===== src/rtl/ctrl_pkg.sv =====
// ctrl_pkg: shared state and owner encodings for the memory arbiter
package ctrl_pkg;
  typedef enum logic [1:0] {IDLE, ACCESS, WAIT, RESP} arb_state_t;
  typedef enum logic {OWN_IF, OWN_D} owner_t;
endpackage


===== src/rtl/mem_arb_pick.sv =====
// mem_arb_pick: data-over-fetch priority with an anti-starvation override
module mem_arb_pick (
  input  logic if_req,
  input  logic d_req,
  input  logic starve,
  output logic pick_if,
  output logic pick_d
);
  always_comb begin
    pick_if = if_req && (starve || !d_req);
    pick_d  = d_req && !pick_if;
  end
endmodule


===== src/rtl/mem_arbiter.sv =====
// mem_arbiter: shares one memory port between fetch and data, one access at a time
module mem_arbiter
  import ctrl_pkg::*;
#(
  parameter int MEM_LAT    = 1,
  parameter int STARVE_MAX = 2
) (
  input  logic        clk,
  input  logic        rst,
  input  logic        if_req,
  input  logic [31:0] if_addr,
  output logic        if_gnt,
  output logic        if_rvalid,
  output logic [31:0] if_rdata,
  input  logic        d_req,
  input  logic        d_we,
  input  logic [31:0] d_addr,
  input  logic [31:0] d_wdata,
  output logic        d_gnt,
  output logic        d_rvalid,
  output logic [31:0] d_rdata,
  output logic        mem_rd,
  output logic        mem_wr,
  output logic [31:0] mem_addr,
  output logic [31:0] mem_wdata,
  input  logic [31:0] mem_rdata
);
  localparam logic [2:0] SMAX = 3'(STARVE_MAX);
  localparam logic [2:0] LAT  = 3'(MEM_LAT);
  arb_state_t  state_q, state_d;
  owner_t      owner_q, owner_d;
  logic [31:0] addr_q, addr_d, wdata_q, wdata_d;
  logic [31:0] if_rdata_q, if_rdata_d, d_rdata_q, d_rdata_d;
  logic        we_q, we_d;
  logic [2:0]  streak_q, streak_d, lat_q, lat_d;
  logic        pick_if, pick_d, idle;

  mem_arb_pick u_pick (
    .if_req (if_req),
    .d_req  (d_req),
    .starve (streak_q == SMAX),
    .pick_if(pick_if),
    .pick_d (pick_d)
  );

  always_ff @(posedge clk) begin
    if (rst) begin
      state_q    <= IDLE;
      owner_q    <= OWN_IF;
      addr_q     <= '0;
      wdata_q    <= '0;
      we_q       <= 1'b0;
      streak_q   <= '0;
      lat_q      <= '0;
      if_rdata_q <= '0;
      d_rdata_q  <= '0;
    end else begin
      state_q    <= state_d;
      owner_q    <= owner_d;
      addr_q     <= addr_d;
      wdata_q    <= wdata_d;
      we_q       <= we_d;
      streak_q   <= streak_d;
      lat_q      <= lat_d;
      if_rdata_q <= if_rdata_d;
      d_rdata_q  <= d_rdata_d;
    end
  end

  always_comb begin
    state_d    = state_q;
    owner_d    = owner_q;
    addr_d     = addr_q;
    wdata_d    = wdata_q;
    we_d       = we_q;
    streak_d   = streak_q;
    lat_d      = lat_q;
    if_rdata_d = if_rdata_q;
    d_rdata_d  = d_rdata_q;
    case (state_q)
      IDLE: if (if_gnt || d_gnt) begin
        state_d  = ACCESS;
        owner_d  = if_gnt ? OWN_IF : OWN_D;
        addr_d   = if_gnt ? if_addr : d_addr;
        wdata_d  = if_gnt ? wdata_q : d_wdata;
        we_d     = d_gnt && d_we;
        // streak only grows while fetch is actually waiting behind data
        streak_d = (d_gnt && if_req) ? ((streak_q == SMAX) ? SMAX : streak_q + 3'd1) : 3'd0;
      end
      ACCESS: begin
        state_d = WAIT;
        lat_d   = LAT;
      end
      WAIT: begin
        lat_d = lat_q - 3'd1;
        if (lat_q == 3'd1) begin
          state_d    = RESP;
          if_rdata_d = (!we_q && owner_q == OWN_IF) ? mem_rdata : if_rdata_q;
          d_rdata_d  = (!we_q && owner_q == OWN_D) ? mem_rdata : d_rdata_q;
        end
      end
      RESP: state_d = IDLE;
    endcase
  end

  always_comb begin
    idle      = state_q == IDLE && !rst;
    if_gnt    = idle && pick_if;
    d_gnt     = idle && pick_d;
    mem_rd    = state_q == ACCESS && !we_q;
    mem_wr    = state_q == ACCESS && we_q;
    if_rvalid = state_q == RESP && owner_q == OWN_IF;
    d_rvalid  = state_q == RESP && owner_q == OWN_D;
    mem_addr  = addr_q;
    mem_wdata = wdata_q;
    if_rdata  = if_rdata_q;
    d_rdata   = d_rdata_q;
  end
endmodule


===== config.mk =====
export PLATFORM = sky130hd
export DESIGN_NAME = mem_arbiter
export DESIGN_NICKNAME = d
export VERILOG_FILES = /design/src/rtl/ctrl_pkg.sv /design/src/rtl/mem_arb_pick.sv /design/src/rtl/mem_arbiter.sv
export SDC_FILE = /design/constraint.sdc
export NUM_CORES = 1
export LEC_CHECK = 0
export BUFFER_PORTS_ARGS = -buffer_cell sky130_fd_sc_hd__buf_2
export CAP_MARGIN = 10
export CORE_MARGIN = 1.5
export CORE_UTILIZATION = 51
export DETAILED_ROUTE_END_ITERATION = 8
export PLACE_DENSITY = 0.95
export SLEW_MARGIN = 20
export SYNTH_ARGS = -nofsm -noshare
export SYNTH_HDL_FRONTEND = slang
export SYNTH_HIERARCHICAL = 1
export SYNTH_SLANG_ARGS = --single-unit

===== constraint.sdc =====
create_clock -name clk -period 3.2 [get_ports clk]
set_input_delay 0.16 -clock clk [delete_from_list [all_inputs] [get_ports clk]]
set_output_delay 0.16 -clock clk [all_outputs]
set_load 0.005 [all_outputs]

* Word level (Yosys, flattened, before mapping) *
Cells that the tools add are included.

word-level totals
  flip-flop bits (word level) = 138
  input port bits = 133
  logic and storage cells = 54
  output and inout port bits = 134

operators by class
  mux-type cells = 8
  add/subtract/negate cells = 2
  reduce and logical (&&, ||, !) cells = 26
  equality and inequality tests = 7
  bitwise logic cells = 2

operator list
  operator                                          number
  2-to-1 mux 32 bit                                 1
  logical AND 1 bit                                 13
  AND reduction 3 bit                               3
  one-hot mux 2 bit (4 select lines)                1
  2-to-1 mux 3 bit                                  2
  one-hot mux 3 bit (2 select lines)                1
  == test 2 bit, second input constant              2
  zero test 1 bit                                   4
  2-to-1 mux 2 bit                                  2
  inequality test 2 bit, second input constant      2
  AND reduction 2 bit                               2
  adder 3 x 1 -> 3 bit, second input constant       1
  == test 3 x 1 -> 1 bit, second input constant     1
  == test 3 x 2 -> 1 bit, second input constant     1
  subtractor 3 x 1 -> 3 bit, second input constant  1
  == test 2 x 1 -> 1 bit, second input constant     1
  zero test 2 bit                                   1
  logical OR 1 bit                                  2
  inverter 1 bit                                    2
  nonzero test 2 bit                                1
  2-to-1 mux 1 bit                                  1

* Logic depth before layout (Yosys ltp) *
  word-level depth = 9
  mapped depth = 11
  depth with buffers taken out = 9

* By module *
Netlist, hierarchy kept.

modules (own cells, without submodules)
  module        times used  cells an instance  area an instance (µm²)  seq. area each (µm²)
  mem_arbiter   1           601                5839.4                  2762.6
  mem_arb_pick  1           3                  18.8                    0.0

* Least setup slack after synthesis *
OpenSTA, ideal clock, no wires.

  path kind = flip-flop to flip-flop
  start point = register streak_q[0]
  end point = register wdata_q[23] (netlist: mem_wdata[23])
  path slack = 1.192 ns
  clock period less this slack = 2.008 ns
  arrival = 1.938 ns
  path buffers = 2
  data required time = 3.130 ns
  stages on the path, launching flop included = 10
  library setup time = 0.070 ns
  cells stage by stage = dfxtp_1 -> inv_1 -> ha_1 -> nor2b_1 -> a21boi_0 -> nor4bb_1 -> buf_2 -> buf_2 -> nand2_1 -> a21oi_1

between the ends
  longest elaborated chain between the ends = 8
  elaborated cells between the ends (all ways) = 10
  those cells by class = eq/ne (1); bitwise (1); reduce/logical (8)

RTL lines
  element                        line                text
  start: declaration             mem_arbiter.sv:35   logic [2:0] streak_q, streak_d, lat_q, lat_d;
  start signal: assignment       mem_arbiter.sv:63   streak_q <= streak_d;
  == test 3 x 2 -> 1 bit         mem_arbiter.sv:41   .starve (streak_q == SMAX),
  logical OR 1 bit               mem_arb_pick.sv:10  pick_if = if_req && (starve || !d_req);
  logical AND 1 bit              mem_arb_pick.sv:10
  zero test 1 bit                mem_arb_pick.sv:11  pick_d = d_req && !pick_if;
  logical AND 1 bit              mem_arb_pick.sv:11
  via pick_d                     mem_arbiter.sv:36   logic pick_if, pick_d, idle;
  logical AND 1 bit              mem_arbiter.sv:109  d_gnt = idle && pick_d;
  logical OR 1 bit               mem_arbiter.sv:81   IDLE: if (if_gnt || d_gnt) begin
  AND reduction 3 bit (no line)  -
  end signal: assignment         mem_arbiter.sv:61   wdata_q <= wdata_d;
  end: declaration               mem_arbiter.sv:32   logic [31:0] addr_q, addr_d, wdata_q, wdata_d;

The timed path passes the listed nets, and every way through them passes these cells.
A chain may end at the register's enable or synchronous reset.

* Worst setup path after layout *
  start point = register streak_q[0]
  end point = output d_gnt

between the ends
  longest elaborated chain between the ends = 6

RTL lines
  element                 line                text
  == test 3 x 2 -> 1 bit  mem_arbiter.sv:41
  logical OR 1 bit        mem_arb_pick.sv:10
  logical AND 1 bit       mem_arb_pick.sv:10
  zero test 1 bit         mem_arb_pick.sv:11
  logical AND 1 bit       mem_arb_pick.sv:11
  via pick_d              mem_arbiter.sv:36
  logical AND 1 bit       mem_arbiter.sv:109
  end: declaration        mem_arbiter.sv:19   output logic d_gnt,

The timed path passes the listed nets, and every way through them passes these cells.

==> flow_summary.ini <==
[sta]
max_slew.worst_pin.slew_ps = 908
fmax_ghz = 0.348
period_share = 0.899
rsz0062_at_grt = false
clock_skew_ps = 10.2
slew_headroom = 0.395
finalSetupViolations = 0
hold_violations = 0
min_period_ps = 2880
hold_ws_ps = 14.0
finalSetupTns_ps = 0
fin_ws_ps = 324
maxSlewViolCount = 0

[layout]
drive_gt1_frac = 0.352
postLayoutCoreUtil = 0.734
instances_no_fill = 1032
nets = 1019
final_common_cell = buf_2
synthToLayoutAreaGrowth_pct = 38.2
final_area_um2 = 8100
final_cell_mix = buf_2 (265), dfxtp_1 (138), nand2b_1 (99), mux2i_1 (97), nand2_1 (67)

[die]
std_cell_rows = 38
die_w_um = 110
dieHeight_um = 110
ioPinCount = 267
die_area_um2 = 12100
core_area_um2 = 11000
start_util = 0.531

[yosys]
yosysUniqueCellTypes = 35
yosys.area_share.adder = 0.0171
syn_area_um2 = 5860
synth-edff-count = 0
synthFlopType = dfxtp_1
synth-xor-area-share = 0
synth-compound-area-share = 0.0833
synth.area.mux_share = 0.166
ys_seq_elements = 138
async_flop_share = 0
synth_area_per_cell_um2 = 9.70
synth_cells = 604
yosysSeqAreaShare = 0.472
synth_top_family_by_area = simple AND/OR/NAND/NOR gates
synth_warnings = 6
synth_nets = 745
synthSimpleGateAreaFrac = 0.210

[critical_path]
critPathRequiredTime_ps = 3040
regToRegSetupSlack_ps = 540
worstPathMaxFanout = 37
r2r-start = streak_q[0]
cpPeakStageDelay_ps = 560
path_cells = inv_1, ha_1, nor2b_1, a21boi_0, nand3b_4, inv_2, buf_2
r2r-end = streak_q[2]
crit_path_end_kind = output port
worst_path_max_delay_cell = a21boi_0
reg2regPathDepth = 8
crit_end = d_gnt
path_class = register to output port
start_kind = register
startpoint = streak_q[0]
crit_arrival_ps = 2720

[drt]
drc = 0
via_per_inst = 5.20
wl_mm = 16.1
routedWlPerCell_um = 15.6
routed-via-count = 5363
drt-initial-drc-count = 385
ant_nets = 0
dr.pass1.iters = 5

[placement]
place_congestion = 0.809
dp_hpwl_mm = 10.9
place_inst = 973
place_ws_ps = 707
port_buffers = 266
dpl_cell_area_um2 = 7210

[clock_network]
htreeDepth = 4
cts_buffer_depth = 2
cts-buffers-inserted = 17
tritoncts = yes
cts_root_buf = clkbuf_16
postCtsHoldBufs = 26
postCtsSetupBuffers = 0
cts.reportedPaths.clkPinSlew_ps = 60
cts-resized-gates = 0
clkLatencyLatePin_ps = 410
clock-sinks = 138

[pwr]
totalPowerFinal_mw = 5.08
p_leak_nw = 3.87
peakVddDrop_uv = 333
p_per_area_nw_per_um2 = 628

[global_route]
grt_pass1_vias = 4957
grt_overflow = 0
grt_max_degree = 96
grt_pass1_wl_mm = 23.8
grt_use_total = 0.256
antenna_found_initial = 1

[run_status]
run_status = finished, final reports clean

[hold_path]
min_path_type = input port to register

[job]
max_cap_violations = 0
-- layout make-up --
cell class / instances / area [um2]
Antenna cell: 1 / 2.50
Clock buffer: 21 / 460
Clock inverter: 11 / 166
Fill cell: 760 / 2930
Inverter: 11 / 41.3
Multi-Input combinational cell: 408 / 2820
Sequential cell: 138 / 2760
Tap cell: 140 / 175
Timing Repair Buffer: 302 / 1670
-- worst max-delay path: cells and delay by family, from the launching register on --
family,cells,cell delay (ps)
buffers and inverters,3,830
AOI/OAI and AO/OA,1,560
DFF,1,360
and+or+nand+nor,2,360
adders and majority gates,1,210
-- registers in the layout, indices dropped and copies added (netlist names) --
name       flops
owner_q        1
d_rdata       32
we_q           1
if_rdata      32
mem_wdata     32
state_q        2
streak_q       3
mem_addr      32
lat_q          3
-- routing by layer --
metal,global-route usage,up-vias,part of all wire
met5,0,-,0
met2,0.472,255,0.51
met3,0.0594,39,0.072
met1,0.279,2465,0.39
li1,-,2604,-
met4,0.109,0,0.030
-- synth_stat cells (6+ instances only) --
cell type	number	area, um2
a211oi_1	34	255
a21oi_1	37	185
buf_2	18	90.1
buf_4	8	60.1
clkbuf_1	12	45.0
dfxtp_1	138	2760
ha_1	8	100
inv_1	9	33.8
mux2i_1	97	971
nand2_1	67	251
nand2b_1	99	619
nand3_1	6	30.0
nor3_1	32	160
-- cell families after synthesis --
logic type,after synthesis
compound gates,78
mux,97
fa+ha+maj,8
flops,138
buf+inv,58
simple gates,225
-- power breakdown --
group / switching (mW) / internal (mW) / total (mW)
sequential: 0.0993 / 1.89 / 1.99
clock: 0.728 / 1.35 / 2.08
combinational: 0.544 / 0.467 / 1.01
total: 1.37 / 3.71 / 5.08
-- worst min path at each step --
| stage | startpoint | end | slack [ps] | cells past startpoint |
|---|---|---|---|---|
| 4_1_cts | d_wdata[7] | mem_wdata[7] | 3 | 3 |
| 3_5_place_dp | d_wdata[6] | mem_wdata[6] | 410 | 3 |
| 6_report | d_wdata[29] | mem_wdata[29] | 10 | 3 |
| 2_1_floorplan | d_wdata[0] | mem_wdata[0] | 300 | 2 |
| 5_1_grt | d_wdata[29] | mem_wdata[29] | 6 | 3 |
| 3_3_place_gp | d_wdata[3] | mem_wdata[3] | 400 | 3 |
Power figures use the tool's default switching activity.
